**config.mk**
```make
export PLATFORM = sky130hd
export DESIGN_NAME = row_seq_ctrl
export DESIGN_NICKNAME = d
export VERILOG_FILES = /design/src/rtl/row_seq_ctrl.sv
export SDC_FILE = /design/constraint.sdc
export NUM_CORES = 1
export LEC_CHECK = 0
export CAP_MARGIN = 20
export CORE_UTILIZATION = 54
export CTS_BUF_LIST = sky130_fd_sc_hd__clkbuf_4
export DETAILED_ROUTE_END_ITERATION = 16
export GPL_ROUTABILITY_DRIVEN = 0
export GPL_TIMING_DRIVEN = 0
export PLACE_DENSITY = 0.95
export REMOVE_ABC_BUFFERS = 1
export SYNTH_ARGS = -nofsm -noshare
export SYNTH_HDL_FRONTEND = slang
export SYNTH_SLANG_ARGS = --single-unit
export TNS_END_PERCENT = 5
```
**constraint.sdc**
```tcl
create_clock -name clk -period 9.18 [get_ports clk]
set_input_delay 2.295 -clock clk [delete_from_list [all_inputs] [get_ports clk]]
set_output_delay 2.295 -clock clk [all_outputs]
set_load 0.005 [all_outputs]
```
**src/rtl/row_seq_ctrl.sv**
```systemverilog
// ---------------------------------------------------------------------------
// row_seq_ctrl
//   Runs a length-K dot product on one 3-lane ROW_Element. Operands are read
//   from the x/w operand buffers three at a time (one "group"). Each group is
//   sent to the row element, and its three lane results are added into a
//   signed running sum.
//
// Ports
//   clk                      clock, all state on posedge
//   rst                      asynchronous reset, active low
//   start, len, base_addr    command: element count K and first group address
//   busy, done, error        status: done is a one-cycle pulse; error (timeout)
//                            is held until the next accepted start
//   result                   signed dot product, valid from done until the
//                            next accepted start
//   rd_en, rd_addr           operand-buffer read (same address for x and w)
//   x_rdata, w_rdata         packed {e2,e1,e0}, valid the cycle after rd_en
//   row_start                one-cycle launch pulse to the row element
//   x0..x2, w0..w2, acc_in   operands to the row element (acc_in tied to 0)
//   row_done, acc0..2_out    row element completion and lane results
// ---------------------------------------------------------------------------
// state     | meaning
// ----------+---------------------------------------------------------------
// IDLE      | waiting for start
// FETCH     | rd_en high, rd_addr = base + group index
// RDWAIT    | read data on the bus; capture it, zeroing lanes past K
// LAUNCH    | row_start pulse, clear timeout counter
// WAIT_DONE | wait for row_done, give up after TMO cycles since launch
// ACCUM     | add the three lane results, next group or finish
// FINISH    | done pulse, result published
// ---------------------------------------------------------------------------
module row_seq_ctrl #(
  parameter int DW    = 16,
  parameter int ACC_W = 40,
  parameter int KW    = 8,
  parameter int AW    = 6,
  parameter int TMO   = 64
) (
  input  logic                    clk,
  input  logic                    rst,
  input  logic                    start,
  input  logic [KW-1:0]           len,
  input  logic [AW-1:0]           base_addr,
  output logic                    busy,
  output logic                    done,
  output logic                    error,
  output logic signed [ACC_W-1:0] result,
  output logic                    rd_en,
  output logic [AW-1:0]           rd_addr,
  input  logic [3*DW-1:0]         x_rdata,
  input  logic [3*DW-1:0]         w_rdata,
  output logic                    row_start,
  output logic [DW-1:0]           x0,
  output logic [DW-1:0]           x1,
  output logic [DW-1:0]           x2,
  output logic [DW-1:0]           w0,
  output logic [DW-1:0]           w1,
  output logic [DW-1:0]           w2,
  output logic [2*DW-1:0]         acc_in,
  input  logic                    row_done,
  input  logic [2*DW-1:0]         acc0_out,
  input  logic [2*DW-1:0]         acc1_out,
  input  logic [2*DW-1:0]         acc2_out
);

  localparam logic [2:0] S_IDLE   = 3'd0;
  localparam logic [2:0] S_FETCH  = 3'd1;
  localparam logic [2:0] S_RDWAIT = 3'd2;
  localparam logic [2:0] S_LAUNCH = 3'd3;
  localparam logic [2:0] S_WAIT   = 3'd4;
  localparam logic [2:0] S_ACCUM  = 3'd5;
  localparam logic [2:0] S_FINISH = 3'd6;

  localparam int TW = (TMO > 2) ? $clog2(TMO) : 1;
  // The launch cycle counts as the first cycle of waiting, so WAIT_DONE gives
  // up on its (TMO-1)th cycle and done lands exactly TMO cycles after launch.
  localparam logic [TW-1:0] TMO_LAST = TW'(TMO - 2);
  localparam int GW = KW + 2;  // wide enough for 3*g + 3

  logic [2:0]              state;
  logic [KW-1:0]           len_q;
  logic [AW-1:0]           base_q;
  logic [KW-1:0]           grp;
  logic signed [ACC_W-1:0] acc;
  logic signed [ACC_W-1:0] result_q;
  logic                    error_q;
  logic [TW-1:0]           tmo_cnt;
  logic [DW-1:0]           x_q [3];
  logic [DW-1:0]           w_q [3];

  logic [GW-1:0]           len_ext;
  logic [GW-1:0]           grp3;
  logic [2:0]              lane_ok;
  logic                    last_grp;
  logic [DW-1:0]           x_in [3];
  logic [DW-1:0]           w_in [3];
  logic signed [ACC_W-1:0] ext0, ext1, ext2, acc_nxt;
  logic [AW-1:0]           grp_lo;

  // Group bookkeeping: element index of lane j in group g is 3g+j.
  always_comb begin
    len_ext  = GW'(len_q);
    grp3     = GW'(grp) + GW'(grp) + GW'(grp);
    lane_ok  = '0;
    for (int j = 0; j < 3; j++) begin
      lane_ok[j] = len_ext > (grp3 + GW'(j));
    end
    last_grp = (grp3 + GW'(3)) >= len_ext;
  end

  // Lanes past the end of the vector are forced to zero on both operands so
  // whatever the buffer holds there cannot leak into the sum.
  always_comb begin
    for (int j = 0; j < 3; j++) begin
      x_in[j] = '0;
      w_in[j] = '0;
      if (lane_ok[j]) begin
        x_in[j] = x_rdata[j*DW +: DW];
        w_in[j] = w_rdata[j*DW +: DW];
      end
    end
  end

  always_comb begin
    ext0    = ACC_W'($signed(acc0_out));
    ext1    = ACC_W'($signed(acc1_out));
    ext2    = ACC_W'($signed(acc2_out));
    acc_nxt = acc + ext0 + ext1 + ext2;  // wraps modulo 2^ACC_W
  end

  // Group index truncated to the buffer address width: rd_addr wraps.
  always_comb grp_lo = AW'(grp);

  always_ff @(posedge clk or negedge rst) begin
    if (!rst) begin
      state    <= S_IDLE;
      len_q    <= '0;
      base_q   <= '0;
      grp      <= '0;
      acc      <= '0;
      result_q <= '0;
      error_q  <= 1'b0;
      tmo_cnt  <= '0;
      for (int j = 0; j < 3; j++) begin
        x_q[j] <= '0;
        w_q[j] <= '0;
      end
    end else begin
      case (state)
        S_IDLE: begin
          if (start) begin
            error_q  <= 1'b0;
            acc      <= '0;
            result_q <= '0;
            grp      <= '0;
            if (len != '0) begin
              len_q  <= len;
              base_q <= base_addr;
              state  <= S_FETCH;
            end else begin
              state  <= S_FINISH;
            end
          end
        end
        S_FETCH: begin
          state <= S_RDWAIT;
        end
        S_RDWAIT: begin
          for (int j = 0; j < 3; j++) begin
            x_q[j] <= x_in[j];
            w_q[j] <= w_in[j];
          end
          state <= S_LAUNCH;
        end
        S_LAUNCH: begin
          tmo_cnt <= '0;
          state   <= S_WAIT;
        end
        S_WAIT: begin
          if (row_done) begin
            state <= S_ACCUM;
          end else if (tmo_cnt == TMO_LAST) begin
            error_q  <= 1'b1;
            result_q <= acc;
            state    <= S_FINISH;
          end else begin
            tmo_cnt <= tmo_cnt + 1'b1;
          end
        end
        S_ACCUM: begin
          acc <= acc_nxt;
          if (last_grp) begin
            result_q <= acc_nxt;
            state    <= S_FINISH;
          end else begin
            grp   <= grp + 1'b1;
            state <= S_FETCH;
          end
        end
        S_FINISH: begin
          state <= S_IDLE;
        end
        default: begin
          state <= S_IDLE;
        end
      endcase
    end
  end

  assign busy      = (state != S_IDLE) && (state != S_FINISH);
  assign done      = (state == S_FINISH);
  assign error     = error_q;
  assign result    = result_q;
  assign rd_en     = (state == S_FETCH);
  assign rd_addr   = rd_en ? (base_q + grp_lo) : '0;
  assign row_start = (state == S_LAUNCH);
  assign x0        = x_q[0];
  assign x1        = x_q[1];
  assign x2        = x_q[2];
  assign w0        = w_q[0];
  assign w1        = w_q[1];
  assign w2        = w_q[2];
  assign acc_in    = '0;

endmodule

```
==> key figures, run 1 <==
Global routing
  – Total global routing overflow: 0
  – Vias in the first global route: 12900
  – Initial antenna violation count: 0
  – Largest net degree at the start of global routing: 120
  – First-pass GRT wire length: 64800 um
  – Overall Global Routing Usage: 0.307

Synthesis
  – Count leader, synth: dfrtp_1
  – Ys Warns: 0
  – Number of library cell types mapped by synthesis: 70
  – Synth top area share: 0.373
  – Syn avg cell area: 9.78 um^2
  – Synth top cells by count: 208 x dfrtp_1, 168 x inv_1, 104 x a22o_1, 103 x nor2_1
  – Leading area contributor after synthesis: dfrtp_1
  – Post-synthesis sequential area ratio: 0.373
  – Synth Flop Type: dfrtp_1
  – Area contributors post-synth: dfrtp_1 37%, fa_1 10%, ha_1 8.3%
  – Area of the mapped netlist: 14000 um^2
  – Ys async rst share: 1.00
  – Mapped Cells: 1428
  – Synthesis-stage register bit count: 208
  – Post-synth EDFFs: 0

Clock tree
  – Hold_buf cts: 0
  – Clock-pin slew on the worst setup and hold paths: 60 ps
  – CTS tree: built
  – Clock buffer depth: 3
  – CTS sink cnt: 208
  – Clock root buffer: clkbuf_4
  – Total CTS buffers: 56
  – # resized after CTS: 0
  – Worst skew pair latency: 690 ps
  – Post-CTS setup buffer count: 0
  – CTS H-tree lvls: 2

STA
  – # setup viols final: 0
  – Final period util: 0.672
  – Slew HR: 0.289
  – Smallest hold slack: 504 ps
  – Min cycle time layout: 6170 ps
  – Setup TNS Final: 0 ps
  – RSZ-0062 raised after global routing: false
  – Final Hold Vio Count: 0
  – Final number of max-transition violations: 0
  – Final clock skew: 37.4 ps
  – Least-Margin Pin Slew: 1060 ps
  – Achievable Freq: 162 MHz

Final layout
  – Final #Nets: 2177
  – Diode count: 0
  – Share of cells above drive strength 1: 0.0722
  – Finished Layout Cells: 2172
  – P&R area growth vs syn: 33.7%

Pwr
  – Register share of total power: 0.279
  – Power per cell area: 294 nW/um^2
  – Combinational Power Share: 0.563
  – Sw power: 0.00222 W
  – Clock group share of total power: 0.158
  – P_int: 0.00326 W
  – Sw Ratio: 0.405
  – Total Power: 0.00548 W
  – VDD IR max: 159 uV
  – Leak: 8.58 nW

Floorplanning
  – Chip Height: 163 um
  – Initial Utilization: 0.553
  – FP Rows: 58
  – Core ar.: 25300 um^2
  – Die W: 163 um
  – IO Count: 389
  – Die area: 26500 um^2

Route
  – Drt first pass iters: 5
  – Top Metal Used: met4
  – Wire per inst: 18.7 um
  – Met3 wire len: 3130 um
  – Via-per-instance ratio: 5.73
  – Final antenna-violating net count: 0
  – DRC errors left: 0
  – 1st-iter DRT viols: 1053
  – Via Count: 12400
  – Detailed Route WL: 40700 um
  – Met1 WL: 15200 um
  – Met2 WL: 20900 um

Flow run
  – MaxCap Viol Count: 0

Placed design
  – # port buffers: 356
  – Post-DP HPWL: 31300 um
  – Placed Cells: 2072

Worst setup path
  – Worst Path Buf+Inv: 4
  – Worst Setup Start Kind: primary input
  – CP max stage cell: fa_1
  – Crit path DAT: 6730 ps
  – RR Startpoint: grp[0]$_DFFE_PN0P_
  – Max FO, Critical Path: 4
  – Critical Path Start: acc0_out[1]
  – Largest stage delay, worst path: 540 ps
  – Top delay family on crit path: compound AO/OA/AOI/OAI gates
  – Setup CP Type: primary input to register
  – Critical path, cell by cell: clkdlybuf4s50_1, inv_1, fa_1, fa_1, inv_1, ha_1, inv_1, fa_1, nor2b_1, o31ai_1, a211o_1, a21oi_1, o21a_1, o31a_1, o41ai_1, mux2i_1, a31oi_1
  – Crit. End Element: register
  – CP required: 9740 ps

Outcome
  – Status: finished clean

Min path
  – Worst Hold Class: register to register
  – Hold path startpoint: w1[1]$_DFFE_PN0P_
==> placed cells by master (no fill, tap or decap), types with 4 or more instances in the layout <==
cell | netlist | final
o21bai_1 | 8 | 8
a211oi_1 | 7 | 7
nor2_1 | 103 | 99
xnor2_1 | 42 | 42
a21o_1 | 31 | 31
o22ai_1 | 8 | 8
mux2_2 | 6 | 6
fa_1 | 73 | 73
xor2_1 | 21 | 21
clkdlybuf4s50_1 | 0 | 355
a31oi_1 | 21 | 20
clkbuf_4 | 0 | 81
dfrtp_1 | 208 | 208
buf_16 | 0 | 6
o31a_1 | 4 | 4
clkinv_1 | 0 | 11
nor2b_1 | 8 | 8
o31ai_1 | 7 | 7
o21ai_0 | 51 | 51
or4_1 | 6 | 6
conb_1 | 1 | 32
a22o_1 | 104 | 104
nand4_1 | 16 | 16
nand2b_1 | 8 | 8
a22oi_1 | 15 | 15
nand2_1 | 93 | 93
buf_8 | 0 | 5
nor3_1 | 14 | 14
or3_1 | 14 | 14
and2_1 | 4 | 4
ha_1 | 93 | 93
o21ai_1 | 19 | 19
nand3_1 | 20 | 20
a21oi_1 | 88 | 88
xnor2_2 | 4 | 4
inv_1 | 168 | 168
o21a_1 | 22 | 22
==> worst register-to-register path, cell delays in order (launching register included) <==
cell     delay (ps)
dfrtp_1         620
ha_1            380
fa_1            460
xor2_2          400
inv_2           110
or3_1           420
nor2_1          150
xnor2_1         160
ha_1            280
a21o_1          180
a31o_2          220
a21oi_1         250
a31oi_1         220
buf_4           260
or4_1           480
a21oi_1         150
==> cell families after synthesis <==
kind of cell,count (synthesis),share of synthesized area
AO/OA/AOI/OAI,414,0.206
AND/OR/NAND/NOR,305,0.101
buffers and inverters,257,0.0799
flip-flops,208,0.373
adder cells (fa/ha/maj),166,0.188
XOR/XNOR,68,0.0454
multiplexers,9,0.00699
other,1,0.000269
==> final cells by class <==
class	instances	area, um^2
multi-input cells	994	7800
fillers	1618	6600
flip-flops and latches	208	5200
repair buffers	371	3860
inverters	170	638
clock buffers	81	608
well taps	330	413
clock inverters	18	128
==> flip-flops by register name, summed over array words and instances (netlist names) <==
register  flops
len_q         8
acc          40
tmo_cnt       6
x1           16
x2           16
error         1
x0           16
state         3
base_q        6
w0           16
w2           16
w1           16
grp           8
result       40
==> path summary, 6_finish.rpt <==
kind / end / slack, ps / depth (start not counted)
worst min-delay path: w1[1]$_DFFE_PN0P_ / 500 / 1
max in group asynchronous: tmo_cnt[4]$_DFFE_PN0P_ / 6510 / 2
worst min register to register: w1[1]$_DFFE_PN0P_ / 500 / 1
worst max register to register: grp[5]$_DFFE_PN0P_ / 4370 / 15
min in group asynchronous: x1[15]$_DFFE_PN0P_ / 1610 / 1
worst max-delay path: result[39]$_DFFE_PN0P_ / 3010 / 17
==> layer usage <==
layer / GRT usage / vias up
met1: 0.359 / 6080
met4: 0.118 / 0
li1: - / 5664
met2: 0.551 / 580
met3: 0.0611 / 125
met5: 0 / -
==> through the flow <==
stage | util | cell area, um^2 | setup slack, ps
after floorplan | - | 13600 | 2610
after global placement | 0.696 | 17600 | -2790
after detailed placement | 0.709 | 17900 | 2410
after CTS | 0.739 | 18700 | 3120
after global routing | 0.739 | 18700 | 2850
final | 0.739 | 18700 | 3010
==> power groups by stage <==
stage	sequential [W]	clock [W]	combinational, W
after floorplan	0.00150	0	0.00177
after global placement	0.00151	0	0.00282
after detailed placement	0.00154	0	0.00303
after CTS	0.00152	0.000879	0.00306
after global routing	0.00156	0.000932	0.00339
final	0.00153	0.000864	0.00309
(Power assumes the default switching activity.)
==> run 2: changes to the inputs <==
--- a/config.mk
+++ b/config.mk
@@ -6,12 +6,12 @@
 export NUM_CORES = 1
 export LEC_CHECK = 0
 export CAP_MARGIN = 20
-export CORE_UTILIZATION = 54
+export CORE_UTILIZATION = 46
 export CTS_BUF_LIST = sky130_fd_sc_hd__clkbuf_4
 export DETAILED_ROUTE_END_ITERATION = 16
 export GPL_ROUTABILITY_DRIVEN = 0
 export GPL_TIMING_DRIVEN = 0
-export PLACE_DENSITY = 0.95
+export PLACE_DENSITY = 0.92
 export REMOVE_ABC_BUFFERS = 1
 export SYNTH_ARGS = -nofsm -noshare
 export SYNTH_HDL_FRONTEND = slang
==> constraint.sdc (replaced) <==
create_clock -name clk -period 5.3 [get_ports clk]
set_input_delay 1.325 -clock clk [delete_from_list [all_inputs] [get_ports clk]]
set_output_delay 1.325 -clock clk [all_outputs]
set_load 0.005 [all_outputs]
==> run 2 against run 1 <==
Critical path depth is the same. Sequential power rose by 72%. Clock-buffer cell count down 4. Largest power group unchanged. Highest routed layer is now met5. Die area up 17%. Critical path type unchanged.
==> key figures, run 2 (synthesis gave the netlist of run 1 again) <==
Outcome
  – Status: finished clean

STA
  – Final Hold Vio Count: 0 (unchanged)
  – RSZ-0062 raised after global routing: false
  – Achievable Freq: 196 MHz
  – Final number of max-transition violations: 0 (unchanged)
  – Final clock skew: 68.1 ps (+30.7 ps)
  – Final period util: 0.964
  – Min cycle time layout: 5110 ps
  – Least-Margin Pin Slew: 1180 ps (+114 ps)
  – Slew HR: 0.212 (-0.0769)
  – # setup viols final: 0 (unchanged)

Worst setup path
  – Setup CP Type: primary input to register
  – RR Startpoint: grp[0]$_DFFE_PN0P_
  – CP required: 5820 ps (-3920 ps)
  – Worst Setup Start Kind: primary input
  – Worst Path Buf+Inv: 4 (unchanged)
  – Crit path DAT: 5630 ps (-1100 ps)
  – Max FO, Critical Path: 4 (unchanged)
  – Worst r2r path cells: 15 (unchanged)
  – Top delay family on crit path: compound AO/OA/AOI/OAI gates
  – Critical Path Start: acc0_out[1]
  – Largest stage delay, worst path: 540 ps (about the same)
  – Crit. End Element: register
  – Flop-to-flop setup slack: 430 ps (-3940 ps)
  – CP max stage cell: fa_1
  – Critical path, cell by cell: clkdlybuf4s50_1, inv_1, fa_1, fa_1, inv_1, ha_1, inv_1, fa_1, nor2b_1, o31ai_1, a211o_1, a21oi_1, o21a_1, o31a_1, o41ai_2, mux2i_1, a31oi_1
  – FF-to-FF End: grp[5]$_DFFE_PN0P_

Clock tree
  – CTS tree: built
  – Clock root buffer: clkbuf_4
  – Worst skew pair latency: 710 ps (+20 ps)
  – Post-CTS setup buffer count: 0 (unchanged)
  – Clock buffer depth: 3 (unchanged)
  – Total CTS buffers: 57 (+1.8%)
  – Clock-pin slew on the worst setup and hold paths: 60 ps (about the same)
  – CTS sink cnt: 208 (unchanged)
  – CTS H-tree lvls: 2 (unchanged)

Final layout
  – P&R area growth vs syn: 34.0%
  – Most frequent cells in the layout: 355 x clkdlybuf4s50_1, 208 x dfrtp_1, 168 x inv_1, 104 x a22o_1, 99 x nor2_1
  – Finished Layout Cells: 2239 (+3.1%)
  – Commonest non-fill, non-tap cell in the layout: clkdlybuf4s50_1
  – Share of cells above drive strength 1: 0.0715 (-0.000659)
  – Fill cells: 2192 (+35%)
  – Final #Nets: 2180 (+0.14%)
  – Design Area, Final: 18700 um^2 (+0.25%)

Global routing
  – Initial antenna violation count: 5 (+5)
  – Met1 usage: 0.303 (-0.0559)
  – Total global routing overflow: 0 (unchanged)
  – Largest net degree at the start of global routing: 79 (-34%)
  – Global Route met3 Usage: 0.0545 (-0.00664)
  – First-pass GRT wire length: 64300 um (-0.84%)
  – Global route hottest layer: met2
  – Vias in the first global route: 12700 (-1.5%)
  – Met2 Use GR: 0.456 (-0.0951)
  – Overall Global Routing Usage: 0.259 (-0.0475)

Floorplanning
  – Die area: 31000 um^2 (+17%)
  – Die W: 176 um (+8.2%)
  – IO Count: 389 (unchanged)
  – Initial Utilization: 0.470 (-0.0830)
  – FP Rows: 63 (+8.6%)
  – Chip Height: 176 um (+8.2%)
  – Core ar.: 29700 um^2 (+18%)

Pwr
  – Leak: 8.57 nW (-0.18%)
  – Power per cell area: 499 nW/um^2 (+70%)
  – VDD IR max: 267 uV (+68%)

Route
  – Final antenna-violating net count: 0 (unchanged)
  – 1st-iter DRT viols: 691 (-34%)
  – Wire per inst: 18.0 um (-4.1%)
  – Drt first pass iters: 6 (+1)
  – Via-per-instance ratio: 5.52 (-3.8%)
  – Detailed Route WL: 40200 um (-1.2%)
  – DRC errors left: 0 (unchanged)
  – Via Count: 12400 (-0.79%)

Min path
  – Hold Path Depth: 1 (unchanged)
  – Worst Hold Class: register to register
  – Hold path startpoint: acc[13]$_DFFE_PN0P_
  – Worst hold path endpoint: acc[13]$_DFFE_PN0P_

Placed design
  – Placed Cells: 2133 (+2.9%)
  – Post-DP HPWL: 30800 um (-1.5%)
  – # port buffers: 356 (unchanged)
  – Dpl cell area: 18000 um^2 (+0.43%)

Flow run
  – MaxCap Viol Count: 0 (unchanged)
-- run 2: cell type report --
type                    instances  area, um^2  area share
multi-input cells             994        7810       0.418
flip-flops and latches        208        5200       0.278
repair buffers                373        3880       0.207
inverters                     170         638      0.0341
clock buffers                  77         578      0.0309
well taps                     390         488      0.0261
clock inverters                23        97.6     0.00522
diodes                          4        10.0    0.000535
-- run 2: how the worst max path moves through the flow --
| stage | cells past startpoint | endpoint |
|---|---|---|
| after floorplan | 11 | result[10]$_DFFE_PN0P_ |
| after global placement | 1 | acc[16]$_DFFE_PN0P_ |
| after detailed placement | 17 | result[39]$_DFFE_PN0P_ |
| after CTS | 17 | result[39]$_DFFE_PN0P_ |
| after global routing | 17 | result[39]$_DFFE_PN0P_ |
| final | 17 | result[39]$_DFFE_PN0P_ |
-- run 2: where the power goes --
part	internal, W	leakage [nW]	switching (W)
sequential	0.00219	2.68	0.000437
clock	0.000675	0.407	0.000706
combinational	0.00265	5.48	0.00267
total	0.00552	8.57	0.00381
-- run 2: per-layer routing --
layer / vias up / wire length [um]
met5: - / 12
met1: 6030 / 15400
met2: 538 / 20300
met3: 107 / 2950
li1: 5674 / -
met4: 2 / 1580
-- run 2: what timing repair did --
item | in CTS | in global routing
endpoints found under the setup margin | 0 | 2
hold buffers | 0 | 0
resized for setup | 0 | 1
-- run 2: stage by stage --
stage | util | power, W | hold WS [ps] | TNS [ps] | setup WS (ps)
after global placement | 0.594 | 0.00752 | 487 | -1443160 | -5760
after global routing | 0.629 | 0.0101 | 520 | 0 | 35.4
after floorplan | - | 0.00566 | 472 | -38930 | -1040
after detailed placement | 0.605 | 0.00788 | 490 | -5380 | -566
after CTS | 0.628 | 0.00934 | 498 | 0 | 125
final | 0.629 | 0.00933 | 501 | 0 | 191
==> run 3: changes to the inputs <==
--- a/config.mk
+++ b/config.mk
@@ -13,6 +13,7 @@
 export GPL_TIMING_DRIVEN = 0
 export PLACE_DENSITY = 0.92
 export REMOVE_ABC_BUFFERS = 1
+export SKIP_CTS_REPAIR_TIMING = 1
 export SYNTH_ARGS = -nofsm -noshare
 export SYNTH_HDL_FRONTEND = slang
 export SYNTH_SLANG_ARGS = --single-unit
==> results of run 3 <==
No change in the layout: final DEF, timing and power equal those of run 2.
